<file path="config.mk">
export PLATFORM = sky130hd
export DESIGN_NAME = ifetch_buffer
export DESIGN_NICKNAME = d
export VERILOG_FILES = /design/src/rtl/ifetch_buffer.sv
export SDC_FILE = /design/constraint.sdc
export NUM_CORES = 1
export LEC_CHECK = 0
export ABC_CLOCK_PERIOD_IN_PS = 3200
export CAP_MARGIN = 20
export CORE_MARGIN = 10
export CORE_UTILIZATION = 51
export DETAILED_ROUTE_END_ITERATION = 7
export HOLD_SLACK_MARGIN = 0.15
export PLACE_DENSITY_LB_ADDON = 0.15
export SLEW_MARGIN = 10
export SYNTH_ARGS = -nofsm -noshare
export SYNTH_HDL_FRONTEND = slang
export SYNTH_SLANG_ARGS = --single-unit
</file>
<file path="constraint.sdc">
create_clock -name clk -period 3.2 [get_ports clk]
set_clock_uncertainty 0.1 [all_clocks]
set_input_delay 0.32 -clock clk [delete_from_list [all_inputs] [get_ports clk]]
set_output_delay 0.32 -clock clk [all_outputs]
set_load 0.01 [all_outputs]
</file>
<file path="src/rtl/ifetch_buffer.sv">
// ifetch_buffer: sequential instruction prefetch FIFO between fetch stage and variable-latency memory
// Ports: clk/reset (async, active-high); pc_f/fetch_en from the pipeline;
//   instr_f/instr_valid back to fetch; mem_req/mem_addr/mem_ack/mem_rdata to instruction memory.
// Optional: define IFB_BYPASS_EN to forward returning data in the same cycle when the buffer is empty.
module ifetch_buffer #(
  parameter int          DEPTH    = 4,
  parameter logic [31:0] RESET_PC = 32'h0000_0000
) (
  input  logic        clk,
  input  logic        reset,
  input  logic [31:0] pc_f,
  input  logic        fetch_en,
  output logic [31:0] instr_f,
  output logic        instr_valid,
  output logic        mem_req,
  output logic [31:0] mem_addr,
  input  logic        mem_ack,
  input  logic [31:0] mem_rdata
);
  localparam int AW = $clog2(DEPTH);
  localparam int CW = $clog2(DEPTH + 1);
  localparam logic [CW-1:0] FULL = CW'(DEPTH);

  typedef enum logic [1:0] {IDLE, WAIT, DROP} state_t;

  state_t        r_state;
  state_t        w_state_nxt;
  logic [31:0]   r_fifo [DEPTH];
  logic [AW-1:0] r_rd_ptr;
  logic [AW-1:0] r_wr_ptr;
  logic [CW-1:0] r_count;
  logic [31:0]   r_head_pc;
  logic [31:0]   r_fetch_addr;
  logic [31:0]   r_mem_addr;

  logic [31:0] w_pc;
  logic        w_redirect;
  logic        w_hit;
  logic        w_pop;
  logic        w_ack_ok;
  logic        w_byp;
  logic        w_consume;
  logic        w_push;
  logic        w_issue;

  assign w_pc       = pc_f & 32'hFFFF_FFFC;
  assign w_redirect = w_pc != r_head_pc;
  assign w_hit      = (r_count != '0) && !w_redirect;
  assign w_pop      = w_hit && fetch_en;
  // an ack only delivers usable data in WAIT with the stream unbroken
  assign w_ack_ok   = (r_state == WAIT) && mem_ack && !w_redirect;
`ifdef IFB_BYPASS_EN
  assign w_byp      = w_ack_ok && (r_count == '0) && (r_mem_addr == w_pc);
`else
  assign w_byp      = 1'b0;
`endif
  assign w_consume  = w_byp && fetch_en;
  assign w_push     = w_ack_ok && !w_consume;
  // a redirect flushes the FIFO, so issuing is always allowed then
  assign w_issue    = (r_state == IDLE) && (w_redirect || (r_count < FULL) || w_pop);

  assign instr_valid = w_hit || w_byp;
  assign instr_f     = w_hit ? r_fifo[r_rd_ptr] : w_byp ? mem_rdata : 32'h0;
  assign mem_req     = r_state != IDLE;
  assign mem_addr    = r_mem_addr;

  always_comb begin
    w_state_nxt = (r_state == IDLE) ? (w_issue ? WAIT : IDLE) :
                  (r_state == WAIT) ? (mem_ack ? IDLE : w_redirect ? DROP : WAIT) :
                  (mem_ack ? IDLE : DROP);
  end

  always_ff @(posedge clk) begin
    if (w_push) r_fifo[r_wr_ptr] <= mem_rdata;
  end

  always_ff @(posedge clk or posedge reset) begin
    if (reset) begin
      r_state      <= IDLE;
      r_rd_ptr     <= '0;
      r_wr_ptr     <= '0;
      r_count      <= '0;
      r_head_pc    <= RESET_PC;
      r_fetch_addr <= RESET_PC;
      r_mem_addr   <= RESET_PC;
    end else begin
      r_state <= w_state_nxt;
      if (w_issue) r_mem_addr <= w_redirect ? w_pc : r_fetch_addr;
      if (w_redirect) begin
        r_rd_ptr     <= '0;
        r_wr_ptr     <= '0;
        r_count      <= '0;
        r_head_pc    <= w_pc;
        r_fetch_addr <= w_pc;
      end else begin
        if (w_push) r_wr_ptr <= r_wr_ptr + 1'b1;
        if (w_pop) r_rd_ptr <= r_rd_ptr + 1'b1;
        if (w_pop || w_consume) r_head_pc <= r_head_pc + 32'd4;
        if (w_ack_ok) r_fetch_addr <= r_fetch_addr + 32'd4;
        r_count <= r_count + CW'(w_push) - CW'(w_pop);
      end
    end
  end
endmodule

</file>
## Word level (Yosys, flattened, before mapping)

Memory sizes are Yosys's and may differ from the RTL's.
Index checks and enable logic that the tools add are counted.

- Memory bits (writable): 128
- Flip-flop bits (word level): 105
- Memory bits (read-only): 0
- Output and inout bits: 66
- Memories: 1
- Bits in latches: 0
- Input bits: 68
- Logic and storage cells: 49

- Bitwise gates (word level): 0
- Reductions and logical operators: 13
- Shift operators: 0
- Multiply operators: 0
- Mux-type cells: 19
- Div/mod/pow operators: 0
- Eq/ne operators: 2
- Add/subtract/negate cells: 6
- Magnitude comparators: 1

Memory list:

| memory | depth | bits a word | rd ports | clocked after memory_dff | write ports | line | RTL |
|---|---|---|---|---|---|---|---|
| r_fifo | 4 | 32 | 1 | 0 | 1 | 28 | `logic [31:0] r_fifo [DEPTH];` |

Operators by type and width:

| kind | count |
|---|---|
| 32-bit 2-to-1 mux | 6 |
| 32-bit by 3-bit adder with 32-bit output, second input constant | 2 |
| 32-bit != test | 1 |
| 2-bit 2-to-1 mux | 9 |
| 2-bit nonzero test | 3 |
| 1-bit logical AND | 5 |
| 2-bit by 1-bit adder with 2-bit output, second input constant | 2 |
| 3-bit by 1-bit adder with 3-bit output | 1 |
| 3-bit < comparator, second input constant | 1 |
| 1-bit 2-to-1 mux | 3 |
| 3-bit 2-to-1 mux | 1 |
| 3-bit nonzero test | 1 |
| 3-bit by 1-bit subtractor with 3-bit output | 1 |
| 2-bit by 1-bit == test with 1-bit output, second input constant | 1 |
| 2-bit zero test | 1 |
| 1-bit logical OR | 2 |
| 1-bit zero test | 1 |

## Logic depth before layout (Yosys ltp)

Gate-level depths: netlist (run 1).

- Depth after elaboration: 8
- Depth in mapped cells: 16
- Gate-level depth less buffers: 13

## Worst setup path before layout (run 1)

No wires, ideal clock.

- Kind: register -> register
- From: register r_head_pc[5]
- To: register r_count[2]
- Buffers on the path: 3
- Library setup time: 132 ps
- Stages on the path, launching flop included: 17
- Required time: 2968 ps
- Slack: -57 ps
- Arrival: 3025 ps
- Clock period less this slack: 3257 ps
- Cells stage by stage: dfrtp_1 > buf_2 > xor2_1 > nor4_4 > nand4_4 > nor2_4 > buf_6 > buf_4 > nand2_1 > ha_1 > inv_1 > ha_1 > inv_1 > fa_1 > xor2_1 > xnor2_1 > nor2_1

- Word-level cells in the longest chain between the ends: 6
- Elaborated cells on any way between the ends: 8
- Classes of those cells: 2 x add/sub; 1 x eq/ne; 1 x mux; 4 x reduce/logical

RTL lines:

| element | line | RTL |
|---|---|---|
| start, declared | 32 | `logic [31:0] r_head_pc;` |
| start signal, assigned | 93 | `r_head_pc <= w_pc;` |
| start signal, assigned | 98 | `if (w_pop \|\| w_consume) r_head_pc <= r_head_pc + 32'd4;` |
| 32-bit != test (*) | 47 | `assign w_redirect = w_pc != r_head_pc;` |
| 1-bit zero test | 48, 51 |  |
| 1-bit logical AND (on tied branches) | 51, 48 |  |
| 3-bit by 1-bit adder with 3-bit output / 1-bit logical AND (equally long branches) | 100, 49 |  |
| 3-bit by 1-bit subtractor with 3-bit output | 100 | `r_count <= r_count + CW'(w_push) - CW'(w_pop);` |
| 3-bit 2-to-1 mux (*) | 89 | `if (w_redirect) begin` |
| end signal, assigned | 100 |  |
| end, declared | 31 | `logic [CW-1:0] r_count;` |

Every way passes the cells marked *; elsewhere a longest branch is shown, timed or not.
A chain may end at the register's enable or synchronous reset.

## Final worst setup path (run 1)

- From: register r_head_pc[6]
- To: output instr_f[28]

- Word-level cells in the longest chain between the ends: 4

RTL lines:

| element | line | RTL |
|---|---|---|
| 32-bit != test | 47 |  |
| 1-bit zero test | 48 | `assign w_hit = (r_count != '0) && !w_redirect;` |
| 1-bit logical AND | 48 |  |
| 32-bit 2-to-1 mux | 63 | `assign instr_f = w_hit ? r_fifo[r_rd_ptr] : w_byp ? mem_rdata : 32'h0;` |
| end, declared | 13 | `output logic [31:0] instr_f,` |

Every way passes these cells.

==> out/metrics.cfg, run 1 <==
[routing]
dr.pass1.iters=5
vias_per_cell=5.89
drc=0
ant_nets=0
wl_per_cell_um=21.9
drtIter0Drc=604
drt-total-wl_mm=28.2
vias=7616

[critical_path]
worstPathArrival_ns=2.67
setup.worst_path.start_class=flip-flop
rr_endpoint=r_count[2]
worstReg2RegStart=r_head_pc[6]
end_kind=output pin
path_max_fanout=10
cp_slowest_cell=dfrtp_1
crit_type=reg -> out
reg2regPathDepth=13
slowest_delay_ns=0.44
r2r_setup_slack_ns=0.16
crit_chain=xor2_1 -> nor4_2 -> and4_4 -> nand2_8 -> buf_4 -> nor3b_1 -> dlygate4sd2_1
critPathRequiredTime_ns=2.78

[finish]
diodes=0
mostFrequentLayoutCell=edfxtp_1
drive_gt1_frac=0.226
nNetsFinal=1077
layoutNonFillerInstCount=1292
layout_common_cells=128 x edfxtp_1, 98 x clkdlybuf4s50_1, 98 x dfrtp_1
fin_area_um2=13900
fin_util=0.661
syn_to_final_growth_pct=27.4

[pwr]
power_mw=8.23
power_frac_clock=0.369
swShare=0.263
pwr_density_cell_nw_per_um2=591
p_sw_mw=2.16
p_comb_frac=0.204
vdd_drop_max_mv=0.488
power_leakage_nw=5.22
power.internal_mw=6.06
p_seq_frac=0.428

[floorplanning]
num_rows=53
core_area_um2=21100
initial_core_util=0.519
chipWidth_um=166
die_h_um=166
io-pin-count=134
dieArea_um2=27700

[grt]
grt_max_degree=101
grt_pass1_vias=8342
grt-ovfl-total=0
grt_first_pass_wirelength_mm=45.7
antenna_found_initial=0
track_usage=0.200

[clock_tree]
path_clk_slew_ns=0.06
cts_buffer_depth=3
clock-root-buffer=clkbuf_16
cts_made_buffers=25
htree_levels=1
cts.sinks=228
cts_tree=built
clock_latency_ns=0.53
cts_hold_buf=0

[logic_synthesis]
synthSimpleGateAreaFrac=0.140
yosys.area_share.adder=0.0110
muxShareOfSynthArea=0.0821
yosys_warnings=0
syn_area_um2=10900
syn_avg_cell_area_um2=13.4
syn-num-nets=892
syn_inst=815
synth_compound_area_frac=0.0750
seq_area_frac_synth=0.580
synth_ff_type=edfxtp_1
async_reset_ff_frac=0.439
synth_top_family_by_area=simple AND/OR/NAND/NOR gates
synth_xor_area_frac=0.0737
synth_cell_type_count=48
synth_seq_cells=228
synth-edff-count=128

[timing]
report.final.hold_viol_count=0
finalCritPeriodShare=0.966
min_period_ns=3.09
tns_ns=0
fin_ws_ns=0.107
worst_hold_slack_ns=0.144
worst_pin_slew_ns=0.997
finalSetupViolCount=0
maxSlewHeadroom=0.327
slew_viol_final=0
max_freq_ghz=0.323

[run_status]
status=finished, final reports clean

[worst_hold_path]
min_path_type=in -> async

[placed_design]
dp_hpwl_mm=18.9
gp_congestion=0.914
placed_cells=1243
dpl_cell_area_um2=13100
pre_cts_ws_ns=-0.339
port_buffers=131

[job]
maxCapViolCount=0

cell usage after synthesis (all sizes together) (14+ instances only):
cell type  number  area share
inv            46       0.016
mux4           32       0.066
nor2           51       0.018
nor3b          33       0.023
edfxtp        128        0.35
xnor2          43       0.034
nand4          19       0.013
nand3          18      0.0082
buf            22       0.013
nand2          19      0.0067
a221oi         30       0.036
clkbuf         28      0.0096
nor4b          25       0.020
mux2           14       0.014
a21oi          71       0.032
nor3           18      0.0082
and3           14      0.0080
dfrtp         100        0.23
xor2           49       0.039
layout make-up:
cell class / instances / area (um^2)
clock buffers: 32 / 692
multi-input cells: 491 / 4240
flip-flops and latches: 228 / 6350
inverters: 46 / 174
clock inverters: 12 / 180
repair buffers: 208 / 1950
well taps: 275 / 344
fillers: 1548 / 7160
power groups by stage:
| stage | Clock, mW | Sequential, mW | Combinational [mW] |
|---|---|---|---|
| CTS | 3.09 | 3.52 | 1.70 |
| global route | 3.20 | 3.55 | 1.81 |
| finish | 3.03 | 3.52 | 1.68 |
| detailed placement | 0 | 3.58 | 1.68 |
| floorplan | 0 | 3.64 | 0.792 |
| global placement | 0 | 3.57 | 1.65 |
timing repair:
action                     4_1_cts  5_1_grt
setup endpoints to repair       33       29
resized for setup               37       53
buffers inserted                 4        1
pin swaps                        5        1
worst max-delay path: cells and delay by family, from the launching register on:
family | cells | cell delay (ns)
AND/OR/NAND/NOR | 4 | 1.01
buffers and inverters | 2 | 0.49
flip-flops | 1 | 0.44
XOR/XNOR | 1 | 0.20
cell families (layout without fill, tap and decap cells):
family | count (synthesis) | count (layout)
AND/OR/NAND/NOR | 234 | 234
multiplexers | 48 | 48
XOR/XNOR | 92 | 92
buffers and inverters | 96 | 298
adder cells (fa/ha/maj) | 9 | 9
AO/OA/AOI/OAI | 108 | 108
flip-flops | 228 | 228
flip-flops by register name, indices dropped and copies added, names as in the netlist:
signal and flops:
mem_addr 31, r_count 3, r_fetch_addr 30, r_fifo 128, r_head_pc 30, r_rd_ptr 2, r_state 2, r_wr_ptr 2
routing by layer:
metal | vias to the layer above | global-route usage | routed length [um]
li1 | 3431 | - | -
met5 | - | 0 | 0
met3 | 51 | 0.0494 | 2070
met2 | 290 | 0.342 | 14300
met4 | 0 | 0.0622 | 666
met1 | 3844 | 0.245 | 11200
how the worst max path moves through the flow:
stage	startpoint	endpoint	slack [ns]	cells past startpoint
2_1_floorplan	r_head_pc[27]	r_count[2]	0.03	15
3_3_place_gp	pc_f[2]	instr_f[24]	-0.21	8
3_5_place_dp	pc_f[2]	instr_f[5]	-0.34	8
4_1_cts	r_head_pc[17]	instr_f[16]	-0.13	8
5_1_grt	r_head_pc[24]	instr_f[14]	-0.005	8
6_report	r_head_pc[6]	instr_f[28]	0.11	7
Power figures use the tool's default switching activity.
==> run 2: changes to the inputs <==
--- a/config.mk
+++ b/config.mk
@@ -10,6 +10,7 @@
 export CORE_MARGIN = 10
 export CORE_UTILIZATION = 51
 export DETAILED_ROUTE_END_ITERATION = 7
+export GPL_ROUTABILITY_DRIVEN = 0
 export HOLD_SLACK_MARGIN = 0.15
 export PLACE_DENSITY_LB_ADDON = 0.15
 export SLEW_MARGIN = 10
==> out/metrics.cfg, run 2 (synthesized netlist as in run 1, its figures left out) <==
[placed_design]
port_buffers=131  ; unchanged
dpl_cell_area_um2=13100  ; about the same
dp_hpwl_mm=19.4  ; +2.6%
pre_cts_ws_ns=-0.373  ; -0.0347 ns

[floorplanning]
chipWidth_um=166  ; unchanged
io-pin-count=134  ; unchanged
num_rows=53  ; unchanged
dieArea_um2=27700  ; unchanged
initial_core_util=0.519  ; unchanged
core_area_um2=21100  ; unchanged
die_h_um=166  ; unchanged

[run_status]
status=finished, final reports clean

[critical_path]
worstPathArrival_ns=2.65  ; -0.02 ns
critPathRequiredTime_ns=2.78  ; about the same
cpLargestDelayFamily=simple AND/OR/NAND/NOR gates
crit_type=reg -> out
setup.worst_path.start_class=flip-flop
path_buf_inv=3  ; +1
path_max_fanout=15  ; +5
slowest_delay_ns=0.44  ; about the same
cp_slowest_cell=dfrtp_2
crit_chain=xor2_1 -> nor4_2 -> buf_4 -> and4_4 -> nand2_4 -> buf_12 -> nor3b_1 -> dlygate4sd2_1
end_kind=output pin

[timing]
fin_ws_ns=0.129  ; +0.0215 ns
slew_viol_final=0  ; unchanged
worst_pin_slew_ns=0.892  ; -0.105 ns
worst_hold_slack_ns=0.325  ; +0.181 ns
report.final.hold_viol_count=0  ; unchanged
maxSlewHeadroom=0.398  ; +0.0712
min_period_ns=3.07  ; -0.0215 ns
finalCritPeriodShare=0.960  ; -0.00673
max_freq_ghz=0.326  ; +0.70%
finalSetupViolCount=0  ; unchanged

[routing]
vias_per_cell=5.82  ; -1.3%
ant_nets=0  ; unchanged
drt-total-wl_mm=27.9  ; -1.1%
drtIter0Drc=448  ; -26%
vias=7525  ; -1.2%
drc=0  ; unchanged
wl_per_cell_um=21.6  ; -1.3%
dr.pass1.iters=5  ; unchanged

[finish]
largest_register=r_fifo
largest_reg_flops=128  ; unchanged
diodes=0  ; unchanged
nNetsFinal=1077  ; unchanged
fin_area_um2=13900  ; -0.23%
syn_to_final_growth_pct=27.1
drive_gt1_frac=0.214  ; -0.0122
layout_common_cells=128 x edfxtp_1, 98 x clkdlybuf4s50_1, 98 x dfrtp_1
mostFrequentLayoutCell=edfxtp_1

[clock_tree]
htree_levels=1  ; unchanged
cts_buffer_depth=3  ; unchanged
clock_latency_ns=0.53  ; about the same
cts_made_buffers=25  ; unchanged
clock-root-buffer=clkbuf_16
path_clk_slew_ns=0.06  ; about the same
cts.sinks=228  ; unchanged
cts_tree=built

[pwr]
power_leakage_nw=5.21  ; -0.15%
vdd_drop_max_mv=0.404  ; -17%
pwr_density_cell_nw_per_um2=583  ; -1.3%
power_mw=8.10  ; -1.5%

[job]
maxCapViolCount=0  ; unchanged

[grt]
grt-ovfl-total=0  ; unchanged
track_usage=0.196  ; -0.00478
grt_pass1_vias=8104  ; -2.9%
antenna_found_initial=0  ; unchanged
grt_first_pass_wirelength_mm=44.7  ; -2.2%
grt_max_degree=60  ; -41%

[worst_hold_path]
min_path_type=in -> reg

## run 2: cell types whose count changed in the layout (fill, tap and decap cells not counted), moves of 2 or more
| cell | before | now |
|---|---|---|
| clkinv_2 | 4 | 7 |
| clkbuf_8 | 4 | 0 |
| clkdlybuf4s15_1 | 6 | 4 |
| clkinv_1 | 2 | 5 |
| dlymetal6s2s_1 | 2 | 0 |
| dlygate4sd2_1 | 10 | 24 |
| clkbuf_2 | 13 | 3 |
## run 2: final cells by class
type                    count  area (um^2)
multi-input cells         491         4220
flip-flops and latches    228         6350
clock inverters            18          194
repair buffers            208         1980
inverters                  46          174
fillers                  1551         7190
clock buffers              28          637
well taps                 275          344
## run 2: timing repair
| item | in CTS | in global routing |
|---|---|---|
| setup endpoints to repair | 33 | 17 |
| hold buffers | 1 | 0 |
| pin swaps | 2 | 0 |
| setup buffers | 2 | 1 |
| resized for setup | 39 | 18 |
| endpoints found under the hold margin | 32 | 0 |
## run 2: power by group
| part | internal [mW] | leakage (nW) | switching, mW |
|---|---|---|---|
| registers | 3.35 | 2.31 | 0.167 |
| clock network | 1.75 | 0.408 | 1.18 |
| logic | 0.845 | 2.49 | 0.812 |
| total | 5.95 | 5.21 | 2.15 |
## run 2: final timing paths
path / startpoint / end / slack, ns / cells past startpoint
worst max-delay path: r_head_pc[14] / instr_f[23] / 0.13 / 8
worst min-delay path: mem_rdata[22] / r_fifo[1][22] / 0.32 / 1
worst max register to register: r_head_pc[6] / r_count[2] / 0.27 / 14
worst min register to register: mem_addr[1] / mem_addr[1] / 0.41 / 1
max in group asynchronous: reset / mem_addr[26] / 1.55 / 4
min in group asynchronous: reset / r_fetch_addr[10] / 0.65 / 3
## run 2: worst register-to-register path, stage by stage, from the launching register on
cell     delay [ns]
dfrtp_1        0.44
xor2_1         0.20
nor4_2         0.33
buf_4          0.17
nand4_2        0.13
nor2_4         0.16
nand2_1        0.07
ha_1           0.28
inv_1          0.06
ha_1           0.13
inv_1          0.05
fa_2           0.33
xor2_1         0.16
xnor2_1        0.17
nor2_1         0.05
## run 2: per-layer routing
metal,up-vias,global-route usage,share of wire
met2,270,0.338,0.51
met5,-,0,0
met4,0,0.0569,0.022
li1,3435,-,-
met1,3768,0.241,0.41
met3,52,0.0421,0.067
## run 2: stage by stage
step                      instances  setup TNS, ns   util
after floorplan                 815              0      -
after global placement         1244          -4.97  0.619
after detailed placement       1244          -7.25  0.619
after CTS                      1293              0  0.659
after global routing           1294        -0.0319  0.659
final                          1294              0  0.659
==> run 3: changes to the inputs <==
--- a/config.mk
+++ b/config.mk
@@ -6,12 +6,12 @@
 export NUM_CORES = 1
 export LEC_CHECK = 0
 export ABC_CLOCK_PERIOD_IN_PS = 3200
-export CAP_MARGIN = 20
+export CAP_MARGIN = 10
 export CORE_MARGIN = 10
 export CORE_UTILIZATION = 51
 export DETAILED_ROUTE_END_ITERATION = 7
 export GPL_ROUTABILITY_DRIVEN = 0
-export HOLD_SLACK_MARGIN = 0.15
+export HOLD_SLACK_MARGIN = 0.1
 export PLACE_DENSITY_LB_ADDON = 0.15
 export SLEW_MARGIN = 10
 export SYNTH_ARGS = -nofsm -noshare
==> out/metrics.cfg, run 3 (synthesized netlist as in run 1, its figures left out) <==
[clock_tree]
cts_buffer_depth=3  ; unchanged
path_clk_slew_ns=0.06  ; about the same
cts.sinks=228  ; unchanged
clock-root-buffer=clkbuf_16
cts_tree=built
cts_made_buffers=25  ; unchanged
htree_levels=1  ; unchanged
clock_latency_ns=0.52  ; about the same

[routing]
drt-total-wl_mm=28.0  ; +0.13%
wl_met1_mm=11.3  ; +0.24%
dr.pass1.iters=5  ; unchanged
vias=7497  ; -0.37%
wl_per_cell_um=21.6  ; +0.21%
drtIter0Drc=450  ; +0.45%
vias_per_cell=5.80  ; -0.30%
dr.max_layer_used=met4
wl_met2_mm=14.2  ; +0.23%
ant_nets=0  ; unchanged
wl_met3_mm=1.86  ; -0.16%
drc=0  ; unchanged

[floorplanning]
die_h_um=166  ; unchanged
core_area_um2=21100  ; unchanged
chipWidth_um=166  ; unchanged
num_rows=53  ; unchanged
initial_core_util=0.519  ; unchanged
io-pin-count=134  ; unchanged
dieArea_um2=27700  ; unchanged

[pwr]
power_leakage_nw=5.21  ; about the same
power_mw=8.10  ; about the same
vdd_drop_max_mv=0.404  ; about the same
pwr_density_cell_nw_per_um2=583  ; about the same

[critical_path]
slowest_delay_ns=0.44  ; about the same
crit_type=reg -> out
worstPathArrival_ns=2.65  ; about the same
setup.worst_path.start_class=flip-flop
end_kind=output pin
cp_slowest_cell=dfrtp_2
crit_chain=xor2_1 -> nor4_2 -> buf_4 -> and4_4 -> nand2_4 -> buf_12 -> nor3b_1 -> dlygate4sd2_1
critPathRequiredTime_ns=2.78  ; about the same
path_max_fanout=15  ; unchanged

[finish]
mostFrequentLayoutCell=edfxtp_1
largest_register=r_fifo
fill_cells=1552  ; +0.064%
drive_gt1_frac=0.214  ; about the same
diodes=0  ; unchanged
nNetsFinal=1076  ; -0.093%
layout_common_cells=128 x edfxtp_1, 98 x clkdlybuf4s50_1, 98 x dfrtp_1
syn_to_final_growth_pct=27.0  ; about the same
multiInputGateArea_um2=4220  ; unchanged
regArea_um2=6350  ; unchanged
largest_reg_flops=128  ; unchanged

[placed_design]
dp_hpwl_mm=19.4  ; unchanged
port_buffers=131  ; unchanged
pre_cts_ws_ns=-0.373  ; unchanged

[grt]
track_usage=0.196  ; unchanged
grt_max_degree=60  ; unchanged
antenna_found_initial=0  ; unchanged
grt-ovfl-total=0  ; unchanged
grt_pass1_vias=8098  ; -0.074%
grt_first_pass_wirelength_mm=44.7  ; unchanged

[timing]
max_freq_ghz=0.326  ; about the same
finalSetupViolCount=0  ; unchanged
slew_viol_final=0  ; unchanged
report.final.hold_viol_count=0  ; unchanged
finalCritPeriodShare=0.960  ; about the same
maxSlewHeadroom=0.401  ; +0.00279
min_period_ns=3.07  ; -0.0000270 ns
worst_pin_slew_ns=0.887  ; -0.00413 ns
fin_ws_ns=0.129  ; +0.0000270 ns

[worst_hold_path]
min_path_type=in -> async

[run_status]
status=finished, final reports clean

[job]
maxCapViolCount=0  ; unchanged

-- run 3: cell types whose count changed in the layout (fill, tap and decap cells not counted), sizes merged --
cell	delta
dlygate4sd3	-1
-- run 3: worst max-delay path: cells and delay by family (launching register included) --
kind                   cells  cell delay, ns
XOR/XNOR                   1            0.18
buffers and inverters      3            0.65
flip-flops                 1            0.44
AND/OR/NAND/NOR            4            0.85
-- run 3: cell type report --
class / count / share of cell area
clock buffer: 28 / 0.0459
clock inverter: 18 / 0.0140
inverter: 46 / 0.0125
multi-input combinational: 491 / 0.304
sequential: 228 / 0.457
tap: 275 / 0.0248
timing repair buffer: 207 / 0.142
-- run 3: final timing paths --
path / start / endpoint / cells past startpoint / slack (ns)
worst max register to register: r_head_pc[6] / r_count[2] / 14 / 0.28
max in group asynchronous: reset / mem_addr[26] / 3 / 2.11
min in group clk: mem_rdata[22] / r_fifo[1][22] / 1 / 0.33
worst max-delay path: r_head_pc[14] / instr_f[23] / 8 / 0.13
worst min register to register: mem_addr[1] / mem_addr[1] / 1 / 0.41
worst min-delay path: reset / r_fetch_addr[10] / 2 / 0.1
-- run 3: what timing repair did --
item | 4_1_cts | 5_1_grt
buffers inserted | 2 | 1
gates cloned | 0 | 0
setup endpoints to repair | 33 | 17
hold buffers | 0 | 0
hold endpoints to repair | 0 | 0
pin swaps | 2 | 0
resized for setup | 39 | 18
-- run 3: per-stage QoR --
| step | cells | hold WS [ns] | util | setup TNS [ns] | instance area [um^2] |
|---|---|---|---|---|---|
| 6_report | 1293 | 0.0951 | 0.659 | 0 | 13900 |
| 5_1_grt | 1293 | 0.145 | 0.659 | -0.0319 | 13900 |
| 4_1_cts | 1292 | 0.100 | 0.658 | 0 | 13900 |
| 3_5_place_dp | 1244 | 0.407 | 0.619 | -7.25 | 13100 |
| 3_3_place_gp | 1244 | 0.395 | 0.619 | -4.97 | 13100 |
| 2_1_floorplan | 815 | 0.319 | - | 0 | 11000 |
-- run 3: report_power, final --
group          switching [mW]  leakage (nW)  internal [mW]  total (mW)
sequential              0.167          2.31           3.35        3.51
clock                    1.17         0.408           1.75        2.93
combinational           0.812          2.48          0.844        1.66
-- run 3: metal layers --
layer,vias to the layer above,track usage
met3,48,0.0421
met2,248,0.338
li1,3428,-
met1,3773,0.241
met5,-,0
met4,0,0.0569
